--- config.mk ---
export PLATFORM = sky130hd
export DESIGN_NAME = tm_pwm_timer
export DESIGN_NICKNAME = d
export VERILOG_FILES = /design/src/rtl/tm_pwm_pkg.sv /design/src/rtl/tm_pwm_channel.sv /design/src/rtl/tm_pwm_timer.sv
export SDC_FILE = /design/constraint.sdc
export NUM_CORES = 1
export LEC_CHECK = 0
export ABC_AREA = 1
export CAP_MARGIN = 15
export CORE_MARGIN = 4
export CORE_UTILIZATION = 55
export DETAILED_ROUTE_END_ITERATION = 7
export DONT_BUFFER_PORTS = 1
export PLACE_DENSITY = 0.79
export SLEW_MARGIN = 20
export SYNTH_ARGS = -nofsm -noshare
export SYNTH_HDL_FRONTEND = slang
export SYNTH_SLANG_ARGS = --single-unit
--- constraint.sdc ---
create_clock -name wb_clk_i -period 2.6 [get_ports wb_clk_i]
set_input_delay 0.26 -clock wb_clk_i [delete_from_list [all_inputs] [get_ports wb_clk_i]]
set_output_delay 0.26 -clock wb_clk_i [all_outputs]
set_load 0.02 [all_outputs]
--- src/rtl/tm_pwm_pkg.sv ---
// rtl/tm_pwm_pkg.sv - Shared register map, blocker states and reset constants for tm_pwm_timer
package tm_pwm_pkg;

    localparam logic [3:0] REG_US0  = 4'h0;
    localparam logic [3:0] REG_US1  = 4'h1;
    localparam logic [3:0] REG_US2  = 4'h2;
    localparam logic [3:0] REG_US3  = 4'h3;
    localparam logic [3:0] REG_MS0  = 4'h4;
    localparam logic [3:0] REG_MS1  = 4'h5;
    localparam logic [3:0] REG_MS2  = 4'h6;
    localparam logic [3:0] REG_MS3  = 4'h7;
    localparam logic [3:0] REG_SEL  = 4'h8;
    localparam logic [3:0] REG_DUTY = 4'h9;
    localparam logic [3:0] REG_ENA  = 4'hA;
    localparam logic [3:0] REG_POL  = 4'hB;
    localparam logic [3:0] REG_CAR  = 4'hC;
    localparam logic [3:0] REG_BLKL = 4'hD;
    localparam logic [3:0] REG_BLKH = 4'hE;
    localparam logic [3:0] REG_ID   = 4'hF;

    localparam logic [7:0] PRESC_RST = 8'd3;

    typedef enum logic {
        ST_IDLE  = 1'b0,
        ST_DELAY = 1'b1
    } blk_state_t;

    // Pick byte idx (0 = LSB) out of a 32-bit word
    function automatic logic [7:0] byte_of(input logic [31:0] word, input logic [1:0] idx);
        logic [31:0] shifted;
        shifted = word >> {idx, 3'b000};
        return shifted[7:0];
    endfunction

endpackage

--- src/rtl/tm_pwm_channel.sv ---
// rtl/tm_pwm_channel.sv - One PWM channel: shadowed duty, period-boundary load, comparator and polarity
module tm_pwm_channel
    import tm_pwm_pkg::*;
(
    input  logic       clk,
    input  logic       rst,
    input  logic       wr_en,
    input  logic [7:0] wr_data,
    input  logic       load,
    input  logic [7:0] pwm_cnt,
    input  logic       pol,
    output logic [7:0] shadow,
    output logic       pwm
);

    logic [7:0] active;

    // Bus writes land in the shadow; the active duty only changes at the period boundary
    always_ff @(posedge clk) begin
        if (rst) begin
            shadow <= '0;
            active <= '0;
        end else begin
            if (wr_en) begin
                shadow <= wr_data;
            end
            if (load) begin
                active <= shadow;
            end
        end
    end

    assign pwm = (pwm_cnt < active) ^ pol;

endmodule

--- src/rtl/tm_pwm_timer.sv ---
// rtl/tm_pwm_timer.sv - WISHBONE timer/PWM slave; define TMPWM_CENTER_ALIGNED_EN for center-aligned PWM
module tm_pwm_timer
    import tm_pwm_pkg::*;
#(
    parameter int CNT_PRESC = 24,
    parameter int N_PWM     = 6,
    parameter int ENA_TMR   = 1
) (
    input  logic             wb_clk_i,
    input  logic             wb_rst_i,
    input  logic [3:0]       wb_adr_i,
    input  logic [7:0]       wb_dat_i,
    output logic [7:0]       wb_dat_o,
    input  logic             wb_we_i,
    input  logic             wb_stb_i,
    output logic             wb_ack_o,
    output logic [N_PWM-1:0] pwm_o,
    output logic [N_PWM-1:0] pwm_e_o
);

    localparam int   PW     = $clog2(CNT_PRESC);
    localparam logic TMR_ON = (ENA_TMR != 0);

    logic [PW-1:0]          presc;
    logic                   tick;
    logic [31:0]            cnt_us;
    logic [31:0]            cnt_ms;
    logic [31:0]            latch;
    logic [9:0]             cnt_us2;
    logic [2:0]             sel;
    logic [N_PWM-1:0]       ena;
    logic [N_PWM-1:0]       pol;
    logic [7:0]             car;
    logic [7:0]             pwm_pre;
    logic [7:0]             pwm_cnt;
    logic                   pwm_dir_down;
    logic                   pwm_step;
    logic                   pwm_load;
    logic [7:0]             blk_lo;
    blk_state_t             state;
    blk_state_t             state_nxt;
    logic [15:0]            cnt_blk;
    logic [PW-1:0]          pre_bk;
    logic                   rd;
    logic                   wr;
    logic                   blk_we;
    logic [N_PWM-1:0][7:0]  shadow;
    logic [N_PWM-1:0]       duty_we;
    logic [7:0]             duty_rd;

    assign rd     = wb_stb_i & ~wb_we_i;
    assign wr     = wb_stb_i & wb_we_i;
    assign blk_we = wr & (wb_adr_i == REG_BLKH) & TMR_ON;
    assign tick   = (presc == PW'(CNT_PRESC - 1));

`ifdef TMPWM_CENTER_ALIGNED_EN
    logic center;

    // Center-aligned mode bit lives in bit 7 of the channel-select register
    always_ff @(posedge wb_clk_i) begin
        if (wb_rst_i) begin
            center <= 1'b0;
        end else if (wr && wb_adr_i == REG_SEL) begin
            center <= wb_dat_i[7];
        end
    end
`else
    logic center;
    assign center = 1'b0;
`endif

    // µs prescaler always runs: the PWM carrier depends on it even without the timer
    always_ff @(posedge wb_clk_i) begin
        if (wb_rst_i) begin
            presc <= '0;
        end else if (tick) begin
            presc <= '0;
        end else begin
            presc <= presc + 1'b1;
        end
    end

    // µs and ms counters, held at zero when the timer is compiled out
    always_ff @(posedge wb_clk_i) begin
        if (wb_rst_i || !TMR_ON) begin
            cnt_us  <= '0;
            cnt_us2 <= '0;
            cnt_ms  <= '0;
        end else if (tick) begin
            cnt_us <= cnt_us + 1'b1;
            if (cnt_us2 == 10'd999) begin
                cnt_us2 <= '0;
                cnt_ms  <= cnt_ms + 1'b1;
            end else begin
                cnt_us2 <= cnt_us2 + 1'b1;
            end
        end
    end

    // Reading byte 0 snapshots the whole counter so bytes 1..3 stay coherent
    always_ff @(posedge wb_clk_i) begin
        if (wb_rst_i || !TMR_ON) begin
            latch <= '0;
        end else if (rd && wb_adr_i == REG_US0) begin
            latch <= cnt_us;
        end else if (rd && wb_adr_i == REG_MS0) begin
            latch <= cnt_ms;
        end
    end

    // Control registers written from the bus
    always_ff @(posedge wb_clk_i) begin
        if (wb_rst_i) begin
            sel    <= '0;
            ena    <= '0;
            pol    <= '0;
            car    <= PRESC_RST;
            blk_lo <= '0;
        end else if (wr) begin
            case (wb_adr_i)
                REG_SEL:  sel    <= wb_dat_i[2:0];
                REG_ENA:  ena    <= wb_dat_i[N_PWM-1:0];
                REG_POL:  pol    <= wb_dat_i[N_PWM-1:0];
                REG_CAR:  car    <= wb_dat_i;
                REG_BLKL: blk_lo <= wb_dat_i;
                default:  ;
            endcase
        end
    end

    // The channel counter steps once every car+1 µs ticks
    assign pwm_step = tick && (pwm_pre >= car);
    // Duty transfer on the step that brings the counter back to 0
    assign pwm_load = pwm_step &&
                      (center ? (pwm_dir_down && pwm_cnt == 8'd1) : (pwm_cnt == 8'hFF));

    // Carrier prescaler and shared PWM counter (up-only, or up/down when centered)
    always_ff @(posedge wb_clk_i) begin
        if (wb_rst_i) begin
            pwm_pre      <= '0;
            pwm_cnt      <= '0;
            pwm_dir_down <= 1'b0;
        end else if (tick) begin
            if (pwm_pre >= car) begin
                pwm_pre <= '0;
                if (!center) begin
                    pwm_cnt      <= pwm_cnt + 1'b1;
                    pwm_dir_down <= 1'b0;
                end else if (!pwm_dir_down) begin
                    if (pwm_cnt == 8'hFF) begin
                        pwm_dir_down <= 1'b1;
                        pwm_cnt      <= 8'hFE;
                    end else begin
                        pwm_cnt <= pwm_cnt + 1'b1;
                    end
                end else begin
                    pwm_cnt <= pwm_cnt - 1'b1;
                    if (pwm_cnt == 8'd1) begin
                        pwm_dir_down <= 1'b0;
                    end
                end
            end else begin
                pwm_pre <= pwm_pre + 1'b1;
            end
        end
    end

    // Route duty writes/reads to the selected channel; out-of-range selects hit nothing
    always_comb begin
        duty_rd = 8'h00;
        duty_we = '0;
        for (int i = 0; i < N_PWM; i++) begin
            if (sel == 3'(i)) begin
                duty_rd    = shadow[i];
                duty_we[i] = wr && (wb_adr_i == REG_DUTY);
            end
        end
    end

    for (genvar g = 0; g < N_PWM; g++) begin : g_ch
        tm_pwm_channel u_ch (
            .clk     (wb_clk_i),
            .rst     (wb_rst_i),
            .wr_en   (duty_we[g]),
            .wr_data (wb_dat_i),
            .load    (pwm_load),
            .pwm_cnt (pwm_cnt),
            .pol     (pol[g]),
            .shadow  (shadow[g]),
            .pwm     (pwm_o[g])
        );
    end

    assign pwm_e_o = ena;

    // Blocker state register, delay counter and its µs sub-prescaler
    always_ff @(posedge wb_clk_i) begin
        if (wb_rst_i) begin
            state   <= ST_IDLE;
            cnt_blk <= '0;
            pre_bk  <= '0;
        end else begin
            state <= state_nxt;
            if (state == ST_IDLE) begin
                if (blk_we) begin
                    cnt_blk <= {wb_dat_i, blk_lo};
                    pre_bk  <= PW'(CNT_PRESC - 1);
                end
            end else begin
                if (pre_bk == '0) begin
                    pre_bk <= PW'(CNT_PRESC - 1);
                    if (cnt_blk != 16'd0) begin
                        cnt_blk <= cnt_blk - 1'b1;
                    end
                end else begin
                    pre_bk <= pre_bk - 1'b1;
                end
            end
        end
    end

    // Blocker next state and bus acknowledge; a blocker write is held until the delay expires
    always_comb begin
        state_nxt = state;
        wb_ack_o  = 1'b0;
        case (state)
            ST_IDLE: begin
                if (blk_we) begin
                    state_nxt = ST_DELAY;
                end
            end
            ST_DELAY: begin
                if (!wb_stb_i || cnt_blk == 16'd0) begin
                    state_nxt = ST_IDLE;
                end
            end
            default: state_nxt = ST_IDLE;
        endcase
        if (!wb_rst_i && wb_stb_i) begin
            wb_ack_o = !blk_we || (state == ST_DELAY && cnt_blk == 16'd0);
        end
    end

    // Combinational read mux
    always_comb begin
        wb_dat_o = 8'h00;
        case (wb_adr_i)
            REG_US0:  wb_dat_o = cnt_us[7:0];
            REG_MS0:  wb_dat_o = cnt_ms[7:0];
            REG_US1, REG_US2, REG_US3,
            REG_MS1, REG_MS2, REG_MS3:
                      wb_dat_o = byte_of(latch, wb_adr_i[1:0]);
            REG_SEL:  wb_dat_o = {center, 4'b0000, sel};
            REG_DUTY: wb_dat_o = duty_rd;
            REG_ENA:  wb_dat_o = 8'(ena);
            REG_POL:  wb_dat_o = 8'(pol);
            REG_CAR:  wb_dat_o = car;
            REG_BLKL: wb_dat_o = blk_lo;
            REG_ID:   wb_dat_o = {4'(N_PWM), 3'b000, state == ST_DELAY};
            default:  wb_dat_o = 8'h00;
        endcase
    end

endmodule

==> flow_summary.yaml <==
status:
  status: "finished clean"
critical_path:
  cp-startpoint: "pwm_cnt[4]"
  critPathCapture: "pwm_o[5]"
  timing.critical_path.required_ns: 2.34
  ff2ff_setup_slack_ns: 0.21
  crit_path_end_kind: "primary output"
  start_kind: "flop"
  path_max_fanout: 10
  crit_type: "reg -> out"
  r2r-start: "cnt_blk[0]"
  rr_worst_depth: 10
  r2r_end: "cnt_blk[14]"
  arrival_ns: 2.25
power_and_ir_drop:
  powerDensity_mw_per_mm2: 542.8
  comb_power_share_pct: 4.0
  clockPowerShare_pct: 49.0
  p_switching_mw: 2.021
  p_leak_nw: 6.309
  power_frac_seq_pct: 47.0
  swShare_pct: 22.47
  internal_power_mw: 6.974
  vdd_ir_drop_max_mv: 0.4643
  p_total_mw: 8.995
global_route:
  first_global_vias: 13820
  grt_pass1_wl_microns: 69760
  grt_max_degree: 135
  grtUsageTotal_pct: 28.00
  grt_antenna_before_repair: 0
  grt_remaining_overflow: 0
clock_network:
  htree_levels: 1
  cts_sinks: 273
  cts_inserted_buffers: 30
  cts_buffer_depth: 3
  clkLatencyLatePin_ns: 0.57
  cts_tree: "built"
  clk_pin_slew_ns: 0.06
  cts-root-buf: "clkbuf_16"
place:
  placed_cell_area_sq_mm: 0.01507
  place.gp.congestion: 0.9228
  port_buffers: 0
  dp_hpwl_microns: 29940
synthesis:
  yosys-top-cells-area: "dfxtp_1 37%, nand2_1 14%, a21oi_1 8.0%"
  synth.distinct_cells: 53
  ys_seq_area_share_pct: 36.65
  synthArstFlopShare_pct: 0
  synth_edf_count: 0
  synth_top_area_share_pct: 36.65
  syn-cell-area_sq_mm: 0.01491
  syn_nets: 2282
  avgSynthCellArea_sq_um: 6.754
  synthFlopType: "dfxtp_1"
  ys_seq_elements: 273
  synth_largest_area_cell: "dfxtp_1"
  yosys_warnings: 0
  synthesis.instances: 2208
timing:
  tightest_slew_ns: 0.9844
  final.setup.tns_ns: 0
  period_needed_ns: 2.513
  hold_viol: 0
  skew_ns: 0.03229
  relSlewSlack_pct: 34.37
  timing.fmax_mhz: 397.9
  maxSlewViolCount: 0
  finalCritPeriodShare_pct: 96.65
  rsz0062_at_grt: "false"
  setup_viol: 0
detailed_routing:
  finalWirelength_microns: 43420
  firstDrtPassIters: 6
  drt-initial-drc-count: 1548
  wire_per_inst_microns: 16.94
  postRouteAntennaNets: 0
  via_count: 14710
  avgViaCountPerCell: 5.739
  drc: 0
floorplanning:
  die_area_sq_mm: 0.02981
  core_area_sq_mm: 0.02680
  ioPinCount: 37
  dieWidth_microns: 172.7
  dieHeight_microns: 172.7
  initial_core_util_pct: 55.64
  num_rows: 60
layout:
  layout_commonest_cell: "nand2_1"
  n_antenna_cell: 0
  area_delta_synth_final_pct: 11.13
  final_area_sq_mm: 0.01657
  final_nets: 2275
  layout_common_cells: "568 x nand2_1, 282 x nor2_1, 266 x dfxtp_1"
  drive_gt1_share_pct: 6.166
  final_util_pct: 61.83
worst_hold_path:
  worstHoldPathType: "in -> reg"
job:
  cap_violations: 0
==> sequential cells by signal (all words and copies together) (netlist names), 8 cells and up <==
signal,count
pwm_pre,8
g_ch.u_ch.shadow,48
blk_lo,8
cnt_blk,16
latch,29
g_ch.u_ch.active,48
cnt_ms,32
cnt_us,32
pwm_cnt,8
cnt_us2,10
car,8
==> how the worst min path moves through the flow <==
| stage | startpoint | endpoint | slack [ns] | depth (start not counted) |
|---|---|---|---|---|
| after detailed placement | wb_rst_i | g_ch[1].u_ch.active[5] | 0.37 | 1 |
| after global routing | wb_adr_i[2] | latch[22] | 0.03 | 3 |
| after CTS | wb_adr_i[2] | latch[22] | 0.003 | 3 |
| after floorplan | wb_dat_i[1] | car[1] | 0.39 | 2 |
| final | wb_adr_i[2] | latch[22] | 0.03 | 3 |
| after global placement | wb_rst_i | cnt_us[24] | 0.36 | 1 |
==> power by group through the flow <==
stage	Combinational [mW]	Sequential [mW]	Clock [mW]
6_report	0.360	4.23	4.41
5_1_grt	0.392	4.23	4.63
4_1_cts	0.349	4.23	4.45
3_5_place_dp	0.272	4.32	0
3_3_place_gp	0.265	4.32	0
2_1_floorplan	0.249	4.31	0
==> area by class of cell <==
cell class | instances | area [sq um]
fillers | 2354 | 10230
clock inverters | 7 | 127.6
repair buffers | 60 | 615.6
multi-input cells | 1623 | 8204
clock buffers | 46 | 900.9
well taps | 341 | 426.7
inverters | 213 | 822.0
flip-flops and latches | 273 | 5474
==> cells by family after synthesis <==
kind of cell	share of synthesized area (%)
buf+inv	8.852
fa+ha+maj	4.867
xor+xnor	2.232
flops	36.65
compound gates	16.13
simple gates	31.27
==> cells in the mapped netlist, types with 2 or more instances <==
cell        n
o21ai_0   137
ha_1       58
dfxtp_1   273
nor2_1    284
inv_2       8
a21oi_2     4
nand3b_1   26
o21ai_1     7
nand4_1    68
buf_2      23
buf_6       6
inv_1     200
a22oi_1     6
nand2_4     2
nor2_2      4
xnor2_1     9
o22ai_1    12
nor3_1     18
clkbuf_1   54
nand2_1   570
buf_1       4
a21oi_1   237
a211oi_1   17
o31ai_1     2
nand2_2     2
o211ai_1    2
clkinv_4    3
nand3_1    82
a21o_1      2
a41oi_1     2
nor2_4      9
nor3b_1     5
a311oi_1   13
a31oi_1     2
buf_4      11
xor2_1     29
==> timing repair <==
action                                  in CTS  in global routing
hold buffers                                33                  0
endpoints found under the setup margin       5                 18
setup buffers                                0                  5
resized for setup                            5                 19
endpoints found under the hold margin      196                  0
==> per-stage QoR <==
stage / setup slack, ns / hold WS (ns) / cells
2_1_floorplan: 0.6600 / 0.3864 / 2208
3_3_place_gp: 0.5464 / 0.3637 / 2472
3_5_place_dp: 0.4615 / 0.3702 / 2472
4_1_cts: 0.005818 / 0.003310 / 2558
5_1_grt: 0.005785 / 0.03492 / 2563
6_report: 0.08700 / 0.02715 / 2563
==> worst max-delay path, stage by stage (launching register included) <==
cell     delay (ns)
dfxtp_1        0.67
ha_1           0.33
nand2_1        0.08
nor3_1         0.05
nand2_1        0.06
nand3_1        0.13
xor2_2         0.36
==> routing by layer <==
metal  global-route usage, %  wire, microns  vias up  share of wire (%)
met5                       0              0        -                  0
met4                   15.60           2635        0                6.1
met3                   3.061           2854      154                6.6
met2                   47.79          20570      573                 47
met1                   34.69          17360     6731                 40
li1                        -              -     7250                  -
No activity file was read; power rests on OpenSTA's default activity.
==> RTL change 1, RTL diff (same settings) <==
`N_PWM`: 6 -> 7.
--- a/src/rtl/tm_pwm_timer.sv
+++ b/src/rtl/tm_pwm_timer.sv
@@ -4,5 +4,5 @@
 #(
     parameter int CNT_PRESC = 24,
-    parameter int N_PWM     = 6,
+    parameter int N_PWM     = 7,
     parameter int ENA_TMR   = 1
 ) (
Ports: changed (resized pwm_e_o and pwm_o); port bits go from 37 to 39. No check against the original RTL was run, so the function may have changed too.
==> RTL change 1 against the original RTL <==
Highest routed layer unchanged; first-iteration DRC count grew 19%; area after synthesis grew 5.4%; final area grew 5.8%; wire length grew 4.5%; count of clock-buffer cells in the layout is the same; non-clock buffer count grew 2; clock power grew 4%; total power grew 5.2%; synthesized cell count grew 7.0%; critical path type unchanged; sequential cell count grew 18; worst setup slack lost 0.0076 ns; via count grew 6.8%.
==> RTL change 1: results (changes against the original RTL) <==
CP max FO -> 8 (-2)
DP Worst Slack -> 0.449 ns (-0.0128 ns)
First DRT Iteration DRCs -> 1845 (+19%)
cts-stage hold buffer count -> 39 (+18%)
vias -> 15.7k (+6.8%)
Reg2Reg Setup Slack -> 0.16 ns (-0.05 ns)
Seq/Total Area, Yosys -> 37.1% (+0.41 points)
CP startpoint -> sel[1]
worst hold endpoint -> latch[23]
placed cell count -> 2647 (+7.1%)
DP Wirelength -> 31000 µm (+3.5%)
PostCTS Resize Cnt -> 8 (+3)
total CTS buffers -> 31 (+3.3%)
Max stage delay on crit path -> 0.41 ns (-0.26 ns)
hold slack final -> 0.0308 ns (+0.00366 ns)
Non-Filler Instances -> 2748 (+7.2%)
RePlAce Congestion -> 0.923 (about the same)
reg-to-reg endpoint -> cnt_blk[12]
Top Registers -> g_ch.u_ch.active x56, g_ch.u_ch.shadow x56
status -> complete, no violations
Cells after Synth -> 2362 (+7.0%)
Worst path slowest cell -> dfxtp_2
Setup Skew -> 0.0244 ns (-0.00785 ns)
vias in the first global route -> 14.6k (+5.5%)
syn_nets -> 2443 (+7.1%)
leak pwr -> 6.74 nW (+6.8%)
worst slew pin tran -> 0.734 ns (-0.251 ns)
first-pass GRT wire length -> 73600 µm (+5.6%)
Max IR drop VDD -> 434 µV (-6.5%)
layout cells sized above 1 -> 5.57% (-0.59 points)
Critical R2R Launch -> pre_bk[0]
==> RTL change 1: cell count changes after synthesis, sizes merged, moves of 4 or more <==
cell,delta
nand4,+8
ha,+7
buf,+10
a211oi,-5
nand2,+55
a22oi,-5
nor2,+15
a311oi,+4
a21oi,+24
nand3,+7
dfxtp,+18
==> RTL change 1: final cells by class <==
type | instances | area [µm²]
Fill cell | 2464 | 10500
Multi-Input combinational cell | 1741 | 8650
Sequential cell | 291 | 5840
Clock buffer | 46 | 932
Inverter | 218 | 827
Timing Repair Buffer | 62 | 666
Tap cell | 378 | 473
Clock inverter | 11 | 136
Antenna cell | 1 | 2.50
==> RTL change 1: logic make-up after synthesis <==
logic type	synth area share [%]
xor+xnor	2.40
simple gates	31.2
fa+ha+maj	5.17
buf+inv	8.40
compound gates	15.8
flops	37.1
==> RTL change 1: critical path, delay by kind of cell, from the launching register on <==
kind / cells / cell delay (ns)
compound gates: 2 / 0.42
simple gates: 5 / 0.56
buf+inv: 2 / 0.28
flops: 1 / 0.41
==> RTL change 1: worst max-delay path by stage <==
stage,to,slack [ns],cells past startpoint
2_1_floorplan,wb_ack_o,0.69,6
3_3_place_gp,pwm_o[0],0.49,6
3_5_place_dp,g_ch[4].u_ch.active[7],0.45,9
4_1_cts,wb_ack_o,0.0007,7
5_1_grt,wb_dat_o[0],-0.05,9
6_report,wb_dat_o[2],0.08,9
==> RTL change 1: power by group <==
group          internal, mW  switching (mW)
combinational         0.104           0.270
sequential             4.48          0.0212
clock                  2.76            1.82
total                  7.35            2.12
==> RTL change 1: routing by layer <==
layer / global-route usage [%] / routed length [µm] / up-vias
met1: 37.2 / 19300 / 7214
met2: 47.3 / 20900 / 611
met4: 12.0 / 2100 / 0
li1: - / - / 7739
met3: 3.55 / 3090 / 141
met5: 0 / 0 / -
==> RTL change 2, RTL diff (config.mk and constraints unchanged) <==
Without the edit above. One comparison of `cnt_us2` changes from == to >=.
--- a/src/rtl/tm_pwm_timer.sv
+++ b/src/rtl/tm_pwm_timer.sv
@@ -89,5 +89,5 @@
         end else if (tick) begin
             cnt_us <= cnt_us + 1'b1;
-            if (cnt_us2 == 10'd999) begin
+            if (cnt_us2 >= 10'd999) begin
                 cnt_us2 <= '0;
                 cnt_ms  <= cnt_ms + 1'b1;
Formal check against the unedited RTL: no difference found for any inputs over 4 cycles, from zero or initial values and one cycle with wb_rst_i high; that may be too few to reach the edited logic, so the function may still have changed.
==> RTL change 2 against the original RTL <==
Non-clock buffer count up 6; sequential cell count unchanged; area after synthesis down 0.61%; core utilization up 1.2 points; critical path depth unchanged; wire length up 0.20%; first-iteration DRC count down 6.3%; register-to-register slack worse by 0.05 ns; final area about the same; total power up 4.7%; fmax up 1.7%; worst setup slack better by 0.043 ns.
==> RTL change 2: results (changes against the original RTL) <==
worst min path class -> input pin to register
clk tree area frac -> 6.89% (+0.69 points)
final wirelength -> 43500 µm (+0.20%)
CP startpoint -> pwm_cnt[6]
Remaining DRCs -> 0 (unchanged)
layout cells sized above 1 -> 5.49% (-0.67 points)
first-pass GRT wire length -> 70300 µm (+0.83%)
Critical R2R Launch -> car[7]
mux cell area share after synthesis -> 0% (unchanged)
Hold Crit Depth -> 3 (unchanged)
complex-gate fraction of the synthesized area -> 15.5% (-0.67 points)
Overall Global Routing Usage -> 29.1% (+1.1 points)
worst hold endpoint -> latch[17]
Pwr Density -> 568 nW/µm² (+4.7%)
Setup Skew -> 0.0286 ns (-0.00369 ns)
Worst-Skew Late Latency -> 0.51 ns (-0.06 ns)
Reg2Reg Setup Slack -> 0.16 ns (-0.05 ns)
largest net degree at the start of global routing -> 132 (-2.2%)
reg-to-reg endpoint -> g_ch[1].u_ch.active[6]
RePlAce Congestion -> 0.954 (+3.4%)
Yosys warning count -> 0 (unchanged)
Synth Area in Adders -> 4.90% (+0.030 points)
First DRT Iteration DRCs -> 1451 (-6.3%)
H-tree depth -> 2 (+1)
r2r worst-path depth -> 10 (unchanged)
total CTS buffers -> 34 (+13%)
inverters -> 216 (+1.4%)
Initial DRT Pass Iterations -> 5 (-1)
Multi-Input Combinational -> 1642 (+1.2%)
commonest cells in the netlist -> nand2_1, nor2_1, dfxtp_1, a21oi_1, inv_1
FF+latch area -> 5470 µm² (about the same)
Worst path slowest cell -> dfxtp_1
Worst-path clk slew -> 0.06 ns (about the same)
Setup crit end -> pwm_o[1]
Layout clock buffers -> 50 (+8.7%)
Multi-input gate area -> 8100 µm² (-1.3%)
status -> complete, no violations
Ant. Diodes -> 0 (unchanged)
WP data arrival -> 2.21 ns (-0.04 ns)
DP Wirelength -> 30200 µm (+0.98%)
Main synth FF type -> dfxtp_1
Max stage delay on crit path -> 0.61 ns (-0.06 ns)
leak pwr -> 6.50 nW (+3.0%)
NonClk Buf Share -> 3.75% (+0.038 points)
non-clock buffer count -> 66 (+10%)
hold slack final -> 0.0171 ns (-0.0101 ns)
Post-DP Area -> 15000 µm² (-0.38%)
Seq cells post-synth -> 273 (unchanged)
vias in the first global route -> 13.8k (-0.47%)
Area contributors post-synth -> dfxtp_1, nand2_1, nor2_1, a21oi_1, inv_1
post-DR vias/cell -> 5.76 (+0.31%)
syn_nets -> 2306 (+1.1%)
Max IR drop VDD -> 389 µV (-16%)
worst slew pin tran -> 0.975 ns (-0.00919 ns)
Synth Area in XOR/XNOR -> 1.95% (-0.28 points)
Seq/Total Area, Yosys -> 36.9% (+0.23 points)
Synth cell types -> 48 (-9.4%)
fillcell total -> 2349 (-0.21%)
## RTL change 2: stage by stage
stage | setup slack, ns | cells | utilization (%) | power, mW
2_1_floorplan | 0.593 | 2232 | - | 4.56
3_3_place_gp | 0.550 | 2494 | 57.1 | 4.58
3_5_place_dp | 0.539 | 2494 | 57.1 | 4.59
4_1_cts | 0.0204 | 2589 | 62.8 | 9.44
5_1_grt | 0.00237 | 2593 | 63.0 | 9.66
6_report | 0.130 | 2593 | 63.0 | 9.42
## RTL change 2: power by group
part / switching, mW / total, mW / internal, mW
combinational: 0.265 / 0.364 / 0.0988
clock: 1.85 / 4.83 / 2.97
sequential: 0.0210 / 4.23 / 4.21
## RTL change 2: timing repair
action,CTS,global route
setup buffers,0,4
resized for setup,0,11
endpoints found under the setup margin,0,30
hold buffers,34,0
endpoints found under the hold margin,204,0
## RTL change 2: routing by layer
layer,GRT usage [%],part of all wire (%)
met1,38.1,42
met2,48.0,46
met3,4.57,7.9
met4,12.2,4.4
met5,0,0
